File: config.mk
export PLATFORM = sky130hd
export DESIGN_NAME = multicycle_control
export DESIGN_NICKNAME = d
export VERILOG_FILES = /design/src/rtl/multicycle_control.sv
export SDC_FILE = /design/constraint.sdc
export NUM_CORES = 1
export LEC_CHECK = 0
export CORE_ASPECT_RATIO = 0.75
export CORE_MARGIN = 10
export CORE_UTILIZATION = 41
export CTS_CLUSTER_SIZE = 12
export DETAILED_ROUTE_END_ITERATION = 10
export GPL_ROUTABILITY_DRIVEN = 1
export PLACE_DENSITY = 0.79
export SLEW_MARGIN = 20
export SYNTH_ARGS = -nofsm -noshare
export SYNTH_HDL_FRONTEND = slang
export SYNTH_SLANG_ARGS = --single-unit
File: constraint.sdc
create_clock -name clk -period 2.14 [get_ports clk]
set_input_delay 0.214 -clock clk [delete_from_list [all_inputs] [get_ports clk]]
set_output_delay 0.214 -clock clk [all_outputs]
set_load 0.1 [all_outputs]
File: src/rtl/multicycle_control.sv
`default_nettype none
// ============================================================================
// Module   : multicycle_control
// Purpose  : Sequenced control unit for an RV32I core. Each instruction is
//            stepped through fetch / decode / execute / memory / writeback
//            over a shared ALU and a single ready-handshaked memory port.
//            Optional RV32M dispatch to an external iterative mul/div unit,
//            a memory-wait watchdog and sticky trap reporting.
// Ports    : clk, reset (sync, active-high)
//            opcode/funct3/funct7 : instruction fields from the IR
//            mem_ready, branch_taken, muldiv_done : datapath/memory status
//            mem_req, AdrSrc, MemWrite, IRWrite, PCWrite, RegWrite,
//            ALUSrcA, ALUSrcB, ALUOp, ResultSrc, ImmSrc, BranchControl,
//            LoadControl, StoreControl : datapath controls
//            muldiv_start, instret : one-cycle pulses
//            trap, trap_cause : sticky fault status (01 illegal, 10 timeout)
// Revision : 1.0 - initial release
// ============================================================================
module multicycle_control #(
    parameter int M_EXT       = 0,
    parameter int MEM_TIMEOUT = 0,
    parameter int TO_W        = 8
) (
    input  logic       clk,
    input  logic       reset,
    input  logic [6:0] opcode,
    input  logic [2:0] funct3,
    input  logic [6:0] funct7,
    input  logic       mem_ready,
    input  logic       branch_taken,
    input  logic       muldiv_done,
    output logic       mem_req,
    output logic       AdrSrc,
    output logic       MemWrite,
    output logic       IRWrite,
    output logic       PCWrite,
    output logic       RegWrite,
    output logic [1:0] ALUSrcA,
    output logic [1:0] ALUSrcB,
    output logic [3:0] ALUOp,
    output logic [1:0] ResultSrc,
    output logic [2:0] ImmSrc,
    output logic [2:0] BranchControl,
    output logic [2:0] LoadControl,
    output logic [2:0] StoreControl,
    output logic       muldiv_start,
    output logic       instret,
    output logic       trap,
    output logic [1:0] trap_cause
);

    localparam logic [4:0] c_FETCH    = 5'd0;
    localparam logic [4:0] c_DECODE   = 5'd1;
    localparam logic [4:0] c_MEMADR   = 5'd2;
    localparam logic [4:0] c_MEMREAD  = 5'd3;
    localparam logic [4:0] c_MEMWB    = 5'd4;
    localparam logic [4:0] c_MEMWRITE = 5'd5;
    localparam logic [4:0] c_EXECR    = 5'd6;
    localparam logic [4:0] c_EXECI    = 5'd7;
    localparam logic [4:0] c_LUI      = 5'd8;
    localparam logic [4:0] c_ALUWB    = 5'd9;
    localparam logic [4:0] c_BRANCH   = 5'd10;
    localparam logic [4:0] c_JAL      = 5'd11;
    localparam logic [4:0] c_JALR     = 5'd12;
    localparam logic [4:0] c_JALR2    = 5'd13;
    localparam logic [4:0] c_MULDIV   = 5'd14;
    localparam logic [4:0] c_MULWB    = 5'd15;
    localparam logic [4:0] c_TRAP     = 5'd16;

    localparam logic [6:0] c_OP_LOAD   = 7'd3;
    localparam logic [6:0] c_OP_STORE  = 7'd35;
    localparam logic [6:0] c_OP_R      = 7'd51;
    localparam logic [6:0] c_OP_I      = 7'd19;
    localparam logic [6:0] c_OP_AUIPC  = 7'd23;
    localparam logic [6:0] c_OP_LUI    = 7'd55;
    localparam logic [6:0] c_OP_BRANCH = 7'd99;
    localparam logic [6:0] c_OP_JAL    = 7'd111;
    localparam logic [6:0] c_OP_JALR   = 7'd103;

    localparam logic [1:0] c_CAUSE_ILLEGAL = 2'b01;
    localparam logic [1:0] c_CAUSE_TIMEOUT = 2'b10;

    localparam logic            c_WD_EN   = (MEM_TIMEOUT > 0);
    // Count value at which one more empty wait cycle means timeout.
    localparam logic [TO_W-1:0] c_WD_LAST = TO_W'((MEM_TIMEOUT > 0) ? MEM_TIMEOUT - 1 : 0);

    logic [4:0]      r_state;
    logic [4:0]      w_state_next;
    logic [1:0]      r_trap_cause;
    logic [1:0]      w_trap_cause_next;
    logic            r_md_busy;
    logic [TO_W-1:0] r_wd;
    logic            w_waiting;
    logic            w_wd_hit;

    // A memory wait cycle: request outstanding and not yet acknowledged.
    assign w_waiting = ((r_state == c_FETCH) || (r_state == c_MEMREAD) ||
                        (r_state == c_MEMWRITE)) && !mem_ready;

    // The counter is zero outside wait cycles, so every entry into a memory
    // state starts from zero; mem_ready on the final cycle pre-empts the trap.
    assign w_wd_hit = c_WD_EN && w_waiting && (r_wd == c_WD_LAST);

    always_ff @(posedge clk) begin
        if (reset) begin
            r_state      <= c_FETCH;
            r_trap_cause <= 2'b00;
            r_md_busy    <= 1'b0;
            r_wd         <= '0;
        end else begin
            r_state      <= w_state_next;
            r_trap_cause <= w_trap_cause_next;
            // Set from the second MULDIV cycle on so muldiv_start is a single pulse.
            r_md_busy    <= (r_state == c_MULDIV);
            if (c_WD_EN && w_waiting) begin
                r_wd <= r_wd + 1'b1;
            end else begin
                r_wd <= '0;
            end
        end
    end

    always_comb begin
        ImmSrc = 3'b000;
        case (opcode)
            c_OP_STORE:            ImmSrc = 3'b001;
            c_OP_BRANCH:           ImmSrc = 3'b010;
            c_OP_JAL:              ImmSrc = 3'b011;
            c_OP_LUI, c_OP_AUIPC:  ImmSrc = 3'b100;
            default:               ImmSrc = 3'b000;
        endcase
    end

    always_comb begin
        w_state_next      = r_state;
        w_trap_cause_next = r_trap_cause;
        mem_req           = 1'b0;
        AdrSrc            = 1'b0;
        MemWrite          = 1'b0;
        IRWrite           = 1'b0;
        PCWrite           = 1'b0;
        RegWrite          = 1'b0;
        ALUSrcA           = 2'b00;
        ALUSrcB           = 2'b00;
        ALUOp             = 4'b0000;
        ResultSrc         = 2'b00;
        BranchControl     = 3'b000;
        LoadControl       = 3'b000;
        StoreControl      = 3'b000;
        muldiv_start      = 1'b0;
        instret           = 1'b0;

        // Everything stays deasserted in the reset cycle.
        if (!reset) begin
            case (r_state)
                c_FETCH: begin
                    mem_req = 1'b1;
                    if (mem_ready) begin
                        IRWrite      = 1'b1;
                        PCWrite      = 1'b1;
                        ALUSrcB      = 2'b10;
                        ResultSrc    = 2'b10;
                        w_state_next = c_DECODE;
                    end else if (w_wd_hit) begin
                        w_state_next      = c_TRAP;
                        w_trap_cause_next = c_CAUSE_TIMEOUT;
                    end
                end
                c_DECODE: begin
                    // Speculative OldPC+imm for branch/JAL/AUIPC targets.
                    ALUSrcA = 2'b01;
                    ALUSrcB = 2'b01;
                    case (opcode)
                        c_OP_LOAD, c_OP_STORE: w_state_next = c_MEMADR;
                        c_OP_R:                w_state_next = c_EXECR;
                        c_OP_I:                w_state_next = c_EXECI;
                        c_OP_AUIPC:            w_state_next = c_ALUWB;
                        c_OP_LUI:              w_state_next = c_LUI;
                        c_OP_BRANCH:           w_state_next = c_BRANCH;
                        c_OP_JAL:              w_state_next = c_JAL;
                        c_OP_JALR:             w_state_next = c_JALR;
                        default: begin
                            w_state_next      = c_TRAP;
                            w_trap_cause_next = c_CAUSE_ILLEGAL;
                        end
                    endcase
                end
                c_MEMADR: begin
                    ALUSrcA      = 2'b10;
                    ALUSrcB      = 2'b01;
                    w_state_next = (opcode == c_OP_LOAD) ? c_MEMREAD : c_MEMWRITE;
                end
                c_MEMREAD: begin
                    mem_req     = 1'b1;
                    AdrSrc      = 1'b1;
                    LoadControl = funct3;
                    if (mem_ready) begin
                        w_state_next = c_MEMWB;
                    end else if (w_wd_hit) begin
                        w_state_next      = c_TRAP;
                        w_trap_cause_next = c_CAUSE_TIMEOUT;
                    end
                end
                c_MEMWB: begin
                    ResultSrc    = 2'b01;
                    RegWrite     = 1'b1;
                    LoadControl  = funct3;
                    instret      = 1'b1;
                    w_state_next = c_FETCH;
                end
                c_MEMWRITE: begin
                    mem_req      = 1'b1;
                    AdrSrc       = 1'b1;
                    MemWrite     = 1'b1;
                    StoreControl = funct3;
                    if (mem_ready) begin
                        instret      = 1'b1;
                        w_state_next = c_FETCH;
                    end else if (w_wd_hit) begin
                        w_state_next      = c_TRAP;
                        w_trap_cause_next = c_CAUSE_TIMEOUT;
                    end
                end
                c_EXECR: begin
                    ALUSrcA = 2'b10;
                    ALUOp   = {funct7[5], funct3};
                    if (funct7 == 7'b0000001) begin
                        if (M_EXT != 0) begin
                            w_state_next = c_MULDIV;
                        end else begin
                            w_state_next      = c_TRAP;
                            w_trap_cause_next = c_CAUSE_ILLEGAL;
                        end
                    end else begin
                        w_state_next = c_ALUWB;
                    end
                end
                c_EXECI: begin
                    ALUSrcA = 2'b10;
                    ALUSrcB = 2'b01;
                    // Only the shift-right group uses funct7[5] (SRLI/SRAI).
                    ALUOp        = (funct3 == 3'b101) ? {funct7[5], funct3} : {1'b0, funct3};
                    w_state_next = c_ALUWB;
                end
                c_LUI: begin
                    ALUSrcB      = 2'b01;
                    ALUOp        = 4'b1111;
                    w_state_next = c_ALUWB;
                end
                c_ALUWB: begin
                    RegWrite     = 1'b1;
                    instret      = 1'b1;
                    w_state_next = c_FETCH;
                end
                c_BRANCH: begin
                    ALUSrcA       = 2'b10;
                    BranchControl = funct3;
                    PCWrite       = branch_taken;
                    instret       = 1'b1;
                    w_state_next  = c_FETCH;
                end
                c_JAL, c_JALR2: begin
                    // PC <= target in ALUOut while the link OldPC+4 is formed.
                    PCWrite      = 1'b1;
                    ALUSrcA      = 2'b01;
                    ALUSrcB      = 2'b10;
                    w_state_next = c_ALUWB;
                end
                c_JALR: begin
                    ALUSrcA      = 2'b10;
                    ALUSrcB      = 2'b01;
                    w_state_next = c_JALR2;
                end
                c_MULDIV: begin
                    muldiv_start = !r_md_busy;
                    if (muldiv_done) begin
                        w_state_next = c_MULWB;
                    end
                end
                c_MULWB: begin
                    ResultSrc    = 2'b11;
                    RegWrite     = 1'b1;
                    instret      = 1'b1;
                    w_state_next = c_FETCH;
                end
                c_TRAP: begin
                    w_state_next = c_TRAP;
                end
                default: begin
                    w_state_next = c_FETCH;
                end
            endcase
        end
    end

    assign trap       = (r_state == c_TRAP);
    assign trap_cause = r_trap_cause;

endmodule
`default_nettype wire

**After elaboration in Yosys (flattened, before gate mapping)**

Index checks and enable logic that the tools add are counted.

- Equal/unequal tests: 33
- Mux-type cells: 45
- Reductions and logical operators: 18

Operators by type and width:

| operator | count |
|---|---|
| $pmux W5 S10 | 1 |
| $eq A5 B4 Y1 const B | 8 |
| $pmux W5 S8 | 1 |
| $mux W5 | 5 |
| $eq A7 B6 Y1 const B | 3 |
| $eq A7 B7 Y1 const B | 3 |
| $mux W3 | 7 |
| $eq A5 B3 Y1 const B | 4 |
| $mux W1 | 15 |
| $eq A7 B5 Y1 const B | 2 |
| $mux W2 | 6 |
| $ne A2 B2 Y1 const B | 6 |
| $pmux W2 S3 | 2 |
| $pmux W3 S4 | 1 |
| $pmux W4 S3 | 1 |
| $eq A5 B2 Y1 const B | 2 |
| $reduce_or A2 Y1 | 5 |
| $reduce_or A5 Y1 | 2 |
| $reduce_or A3 Y1 | 3 |
| $reduce_or A9 Y1 | 1 |
| $mux W4 | 2 |
| $pmux W2 S2 | 2 |
| $reduce_or A4 Y1 | 2 |
| $eq A7 B1 Y1 const B | 1 |
| 11 further kinds | 11 |

- Register bits: 8
- Bits of input ports: 22
- Output and inout bits: 33

**Logic depth before layout (Yosys ltp)**

Gate-level depths: netlist (run 1).

- Depth in word-level cells: 4
- Gate-level depth with buffers: 7
- Mapped depth without buffers: 5

**Worst setup path before layout (run 1)**

Ideal clock, no wire load.

- Kind: reg-to-reg
- Start: reg r_state[3]
- End: reg r_state[0]
- Library setup time: 0.076 ns
- Arrival time: 3.814 ns
- Required time: 2.064 ns
- Setup slack: -1.750 ns
- Stages on the path, launching flop included: 5
- Period minus slack after synthesis: 3.890 ns
- Path through: dfxtp_1 -> clkbuf_1 -> nor4_1 -> nand2b_1 -> o21ai_2

- Word-level cells in the longest chain between the ends: 3
- Elaborated cells between the ends (all ways): 20

Ends and longest elaborated chain:

| what | RTL line | RTL |
|---|---|---|
| from (decl) | 87 | `logic [4:0] r_state;` |
| from (signal assigned) | 106 | `r_state <= c_FETCH;` |
| from (signal assigned) | 111 | `r_state <= w_state_next;` |
| $eq A5 B4 Y1, or another cell as far along | 155 | `case (r_state)` |
| $reduce_or A4 Y1 (no source line) / $ne A2 B2 Y1 (equally long branches) | - |  |
| $pmux W5 S10 / $reduce_and A4 Y1 (equally long branches) | - |  |

Several ways; a longest one is shown, not always the timed one.
A chain may end at the register's enable or synchronous reset.

**Worst setup path after layout (run 1)**

- Start: reg r_state[3]
- End: out ALUSrcA[1]

- Word-level cells in the longest chain between the ends: 4
- Elaborated cells between the ends (all ways): 12

Ends and longest elaborated chain:

| what | RTL line | RTL |
|---|---|---|
| $eq A5 B3 Y1, or another cell as far along | 155 |  |
| $reduce_or A5 Y1 (no source line) / $reduce_or A3 Y1 (equally long branches) | - |  |
| $pmux W2 S2 * | 155 |  |
| $mux W2 * | 154 | `if (!reset) begin` |
| to (decl) | 38 | `output logic [1:0] ALUSrcA,` |

Every way passes the cells marked *; elsewhere a longest branch is shown, timed or not.

==> results by group, run 1 <==
Yosys
  • Ys async rst share: 0
  • Cells after Synth: 182
  • Post-synth net total: 204
  • Unique masters post-synth: 53
  • Post-Syn Area: 1135 um2
  • Post-synth top area share: 0.1235
  • Count leader, synth: nor2_1
  • #FFs+latches synth: 7
  • Top cells by area, synth: dfxtp_1 (12%), nor2_1 (8.3%), a21oi_1 (7.5%), nand2b_1 (6.1%), nand2_1 (4.3%)
  • Ys flop type: dfxtp_1
  • YS warnings: 0
  • Most area-hungry cell type in the Yosys netlist: dfxtp_1
  • Post-synth EDFFs: 0
  • Post-synth top cells: nor2_1 (25), a21oi_1 (17), nand2_1 (13)
  • Avg Cell Area, Syn: 6.235 um2
  • Seq/Total Area, Yosys: 0.1235

Floorplanning
  • Starting Density: 0.4327
  • Die height: 65.56 um
  • Die width: 80.75 um
  • Ports: 55
  • Row cnt: 16
  • Die ar.: 5294 um2
  • Core ar.: 2623 um2

Place
  • Pre-CTS setup slack: -0.1845 ns
  • Routability cong.: 0.9893
  • Placed inst area: 2305 um2
  • Placed cell count: 277
  • Hpwl dp: 4.605 mm
  • PortBufs: 53

GRT
  • Antenna violations before repair: 0
  • Largest net degree at the start of global routing: 18
  • GR Overflow Total: 0
  • Vias in the first global route: 1805
  • First-pass GRT wire length: 9.873 mm
  • Tot GR Track Use: 0.2366

Power and ir drop
  • PwrDens: 461.5 nW/um2
  • Worst VDD drop: 441.4 uV
  • PnR Total Power: 1.113 mW
  • Leakage dissipation: 0.8596 nW

STA
  • Setup WS post-layout: -0.1177 ns
  • Slew HR: 0.6356
  • Fin. Hold Viols: 0
  • Worst hold slack: 0.4896 ns
  • Min cycle time layout: 2.258 ns
  • Pins Over Slew Limit: 0
  • Worst-Margin Slew: 0.5458 ns
  • TNS Setup: -0.1177 ns
  • Skew final: 0.001523 ns
  • Final worst path period share: 1.055
  • Setup violations, final: 1
  • Fmax: 0.4429 GHz

Route
  • Drt total wl: 6.849 mm
  • Vias: 1902
  • Post-DR wirelength/cell: 24.37 um
  • First drt pass iteration count: 7
  • Antenna Nets Post-Route: 0
  • Vias per cell: 6.769
  • Post-route DRC: 0
  • DRT iter0 DRCs: 501

Clock network
  • CTS Buf Count: 3
  • CTS root buf: clkbuf_8
  • Worst-Skew Late Latency: 0.24 ns
  • Worst-case clock buffer depth: 2
  • Setup Fix Bufs, Post-CTS: 0
  • Clk slew on worst S/H paths: 0.05 ns
  • CTS tree: built
  • H-Tree Depth: 1
  • Clock sink count: 7

Setup path
  • CP Launch Type: flop
  • Crit path required time: 1.93 ns
  • Worst Path Class, Setup: reg -> out
  • Reg2reg path depth: 6
  • Worst setup EP type: output pin
  • Maximum fanout along the worst path: 12
  • Worst r2r dst: r_state[2]$_SDFFE_PP0P_
  • WP data arrival: 2.04 ns
  • Reg-to-Reg Start: r_state[4]$_SDFFE_PP0P_
  • Worst reg2reg setup slack: 0.14 ns

Layout
  • Post-layout util: 0.9194
  • Post-Layout Cell Count: 281
  • Nets@finish: 268
  • # diodes: 0
  • Post-layout instance area: 2411 um2
  • # fillers: 86
  • Share of layout cells above drive strength 1: 0.4163
  • P&R area growth vs syn: 112.5%

Min path
  • Worst Hold Class: reg -> reg
  • Hold EP: trap_cause[0]$_SDFFE_PP0P_
  • Hold depth: 2
  • Hold Path Origin: trap_cause[0]$_SDFFE_PP0P_

Job
  • Max-cap violations: 0

Run status
  • Status: finished with violations
  • Failing checks: negative setup slack
## layer usage
metal | track usage | share of wire
met3 | 0.1209 | 0.15
met2 | 0.3671 | 0.44
met5 | 0 | 0
met4 | 0.06250 | 0.052
met1 | 0.2813 | 0.35
## critical path: stages (launching register included)
cell     delay (ns)
dfxtp_4        0.47
inv_1          0.11
buf_4          0.18
nor3_1         0.35
o21ai_0        0.17
a21oi_1        0.31
buf_12         0.22
## timing repair
item,in CTS,in global routing
resized for setup,8,9
hold buffers,0,0
setup endpoints to repair,19,12
## logic make-up after synthesis
logic type             count (synthesis)  share of synthesized area
AO/OA/AOI/OAI                         47                     0.2635
XOR/XNOR                               4                    0.03088
buffers and inverters                 23                    0.08931
flip-flops                             7                     0.1235
multiplexers                           2                    0.01874
other                                  1                   0.003304
AND/OR/NAND/NOR                       98                     0.4708
## placed cells by master, fill, tap and decap left out, types with 2 or more instances in the layout
cell type        netlist  routed
nand3_1                4       4
o31ai_1                2       2
nor4_4                 0       3
nor3_2                 0       3
clkbuf_8               0       3
or2_2                  5       4
nor2_2                 0       2
nand2_1               13      13
or3_4                  1       3
o21a_2                 0       3
o32ai_1                2       2
clkdlybuf4s50_1        0      21
nor4_1                 5       2
buf_4                  1      25
xnor2_1                3       3
and3_1                 3       3
nor2b_1                4       3
dfxtp_1                7       3
nor2_4                 0      10
inv_1                  5       5
a21oi_1               17      16
nor3_4                 0       3
dfxtp_4                0       3
nor3_1                 8       2
nand2b_1              11      11
o21ai_0                9       9
buf_12                 0      31
nand4_1                4       4
nor2_1                25      13
## layout make-up
class	count	area [um2]	share of cell area
clock buffers	4	45.04	0.01868
inverters	5	18.77	0.007784
multi-input cells	152	1131	0.4691
flip-flops and latches	7	152.6	0.06331
well taps	36	45.04	0.01868
repair buffers	77	1018	0.4224
## worst max-delay path by stage
| stage | start | end | slack (ns) |
|---|---|---|---|
| final | r_state[3]$_SDFFE_PP0P_ | ALUSrcA[1] | -0.12 |
| after global routing | r_state[3]$_SDFFE_PP0P_ | ALUSrcA[1] | -0.11 |
| after CTS | opcode[6] | r_state[0]$_SDFFE_PP0P_ | 0.03 |
| after detailed placement | opcode[6] | r_state[0]$_SDFFE_PP0P_ | -0.18 |
| after global placement | opcode[6] | r_state[0]$_SDFFE_PP0P_ | -0.03 |
| after floorplan | r_state[3]$_SDFFE_PP0P_ | ResultSrc[1] | -0.62 |
## state kept, by name, indices dropped and copies added (netlist names)
name	flops
trap_cause	1
r_state	5
r_md_busy	1
## power breakdown
part | internal [mW] | switching [mW] | total (mW)
Sequential | 0.141 | 0.0382 | 0.179
Clock | 0.130 | 0.0754 | 0.206
Combinational | 0.270 | 0.458 | 0.728
Power figures use the tool's default switching activity.
==> inputs of run 2 (changes only) <==
Settings changed: CORE_MARGIN 10 to default, CORE_UTILIZATION 41 to 60, DONT_BUFFER_PORTS from default to 1, PLACE_DENSITY 0.79 to 0.74.
==> run 2 against run 1 <==
Net effect:
- the flow now stops in 3_5_place_dp
- synthesized area is the same
- synthesized cell count is the same
==> results by group, run 2 <==
Yosys
  • Post-synth net total: 204
  • Avg Cell Area, Syn: 6.235 um2
  • Seq/Total Area, Yosys: 0.1235
  • Ys async rst share: 0
  • Post-synth EDFFs: 0
  • Count leader, synth: nor2_1
  • Most area-hungry cell type in the Yosys netlist: dfxtp_1
  • Post-synth top area share: 0.1235
  • Post-Syn Area: 1135 um2
  • Post-synth top cells: nor2_1 (25), a21oi_1 (17), nand2_1 (13)
  • Cells after Synth: 182
  • Ys flop type: dfxtp_1
  • #FFs+latches synth: 7
  • Unique masters post-synth: 53
  • Top cells by area, synth: dfxtp_1 (12%), nor2_1 (8.3%), a21oi_1 (7.5%), nand2b_1 (6.1%), nand2_1 (4.3%)
  • YS warnings: 0

Run status
  • First Err: [ERROR DPL-0038] Utilization greater than 100%, impossible to legalize
  • Stopping stage: 3_5_place_dp
  • Status: did not finish

Place
  • Routability cong.: 0.9621
  • PortBufs: 0

Floorplanning
  • Starting Density: 0.6460
  • Row cnt: 13
  • Die height: 39.67 um
  • Die width: 52.22 um
  • Ports: 55
-- run 2: through the flow --
step	instances	setup WS (ns)
floorplan	182	-0.6225
global placement	231	0.1741
-- run 2: cell families after synthesis --
kind of cell,Yosys count,share of synthesized area
buffers and inverters,23,0.08931
multiplexers,2,0.01874
other,1,0.003304
AO/OA/AOI/OAI,47,0.2635
AND/OR/NAND/NOR,98,0.4708
flip-flops,7,0.1235
XOR/XNOR,4,0.03088
==> inputs of run 3 (changes only) <==
Settings changed: CORE_AREA from default to 2 2 63 65, CORE_ASPECT_RATIO 0.75 to default, CORE_UTILIZATION 60 to default, CTS_CLUSTER_SIZE 12 to default, DIE_AREA from default to 0 0 65 67, PLACE_DENSITY 0.74 to default, PLACE_DENSITY_LB_ADDON from default to 0.15.
==> run 3 against run 2 <==
Net effect:
- the run now ends clean
==> results by group, run 3 (synthesis gave the netlist of run 1 again) <==
Setup path
  • Crit path required time: 1.93 ns
  • WP data arrival: 1.84 ns
  • Worst r2r dst: r_state[0]$_SDFFE_PP0P_
  • Reg-to-Reg Start: r_state[2]$_SDFFE_PP0P_
  • Reg2reg path depth: 5
  • Worst path slowest cell: or3_1
  • Slowest stage delay, CP: 0.51 ns
  • Maximum fanout along the worst path: 13
  • Worst Path Class, Setup: reg -> out
  • Worst reg2reg setup slack: 0.23 ns
  • Worst path top cell family by delay: simple AND/OR/NAND/NOR gates
  • WP buf/inv: 1
  • Worst setup EP type: output pin
  • CP Launch Type: flop
  • Sequence of cells on the critical path: nand2b_1 -> or3_1 -> nor2_4 -> buf_12

Layout
  • Commonest non-fill, non-tap cell in the layout: buf_12
  • Leading cell types in the layout, fill and taps excluded: buf_12 (28), buf_4 (20), nand2_1 (13), a21oi_1 (13), nand2b_1 (11)
  • Nets@finish: 239
  • Share of layout cells above drive strength 1: 0.4537
  • Max FFs per register: 5
  • # diodes: 0
  • P&R area growth vs syn: 86.22%
  • Largest register by flop count: r_state

Clock network
  • CTS root buf: clkbuf_8
  • Setup Fix Bufs, Post-CTS: 0
  • Clock sink count: 7
  • Cts hold-fix bufs: 0
  • Worst-Skew Late Latency: 0.22 ns
  • H-Tree Depth: 1
  • Post-cts gate resize count: 3
  • CTS Buf Count: 3
  • CTS tree: built
  • Worst-case clock buffer depth: 2
  • Clk slew on worst S/H paths: 0.04 ns

Min path
  • Hold depth: 1
  • Hold EP: r_state[3]$_SDFFE_PP0P_
  • Worst Hold Class: in -> reg
  • Hold Path Origin: reset

GRT
  • First-pass GRT wire length: 6.582 mm
  • Largest net degree at the start of global routing: 19
  • GR Overflow Total: 0
  • Vias in the first global route: 1380
  • Tot GR Track Use: 0.1908
  • Antenna violations before repair: 0

Job
  • Max-cap violations: 0

Route
  • Post-DR wirelength/cell: 14.99 um
  • Drt total wl: 3.957 mm
  • DRT iter0 DRCs: 97
  • Vias per cell: 5.492
  • Vias: 1450
  • Antenna Nets Post-Route: 0
  • First drt pass iteration count: 5
  • Post-route DRC: 0

STA
  • Final worst path period share: 0.9584
  • Worst hold slack: 0.06581 ns
  • Skew final: 0.002947 ns
  • Worst-Margin Slew: 0.5732 ns
  • RSZ-0062 raised after global routing: no
  • Min cycle time layout: 2.051 ns
  • Fin. Hold Viols: 0
  • Pins Over Slew Limit: 0
  • Slew HR: 0.6080
  • Setup violations, final: 0
  • Fmax: 0.4876 GHz

Floorplanning
  • Die height: 67 um
  • Die width: 65 um
  • Die ar.: 4355 um2
  • Core ar.: 3606 um2
  • Ports: 55
  • Starting Density: 0.3147
  • Row cnt: 22

Power and ir drop
  • PnR Total Power: 0.9769 mW
  • Worst VDD drop: 332.5 uV
  • Leakage dissipation: 0.7275 nW
  • PwrDens: 462.2 nW/um2

Place
  • Hpwl dp: 3.231 mm
  • Routability cong.: 0.9146
  • PortBufs: 0

Run status
  • Status: finished, final reports clean
==> run 3: layout make-up <==
cell class / count / area (um2)
clock buffers: 4 / 45.04
fillers: 315 / 1493
inverters: 5 / 18.77
multi-input cells: 152 / 1134
flip-flops and latches: 7 / 145.1
well taps: 48 / 60.06
repair buffers: 48 / 710.7
==> run 3: worst max-delay path by stage <==
stage / cells after the start / start / endpoint
final: 4 / r_state[4]$_SDFFE_PP0P_ / StoreControl[0]
after global placement: 5 / r_state[2]$_SDFFE_PP0P_ / r_state[0]$_SDFFE_PP0P_
after global routing: 4 / r_state[2]$_SDFFE_PP0P_ / StoreControl[2]
after detailed placement: 4 / r_state[1]$_SDFFE_PP0P_ / BranchControl[2]
after floorplan: 5 / r_state[3]$_SDFFE_PP0P_ / ResultSrc[1]
after CTS: 6 / r_state[0]$_SDFFE_PP0P_ / LoadControl[2]
==> run 3: worst register-to-register path: cells and delay by family, from the launching register on <==
family,cells,cell delay (ns)
AO/OA/AOI/OAI,1,0.10
flip-flops,1,0.41
AND/OR/NAND/NOR,4,1.33
==> run 3: power by group <==
| group | internal [mW] | switching [mW] | leakage [nW] |
|---|---|---|---|
| Clock | 0.128 | 0.0515 | 0.0228 |
| Combinational | 0.226 | 0.393 | 0.646 |
| Sequential | 0.145 | 0.0341 | 0.0588 |
| Total | 0.499 | 0.478 | 0.727 |
==> run 3: metrics by stage <==
stage	TNS [ns]	area, um2	std cells	utilization	worst slack (ns)
floorplan	-3.362	1350	182	-	-0.6225
global placement	0	2052	260	0.5690	0.1915
detailed placement	0	2052	260	0.5690	0.07702
CTS	0	2106	264	0.5840	0.007847
global route	0	2113	264	0.5861	0.005371
finish	0	2113	264	0.5861	0.08911
==> run 3: per-layer routing <==
layer  wire [um]  global-route usage
met3         172             0.02534
met5           0                   0
met4          43             0.04255
met1        1657              0.2318
met2        2083              0.3544
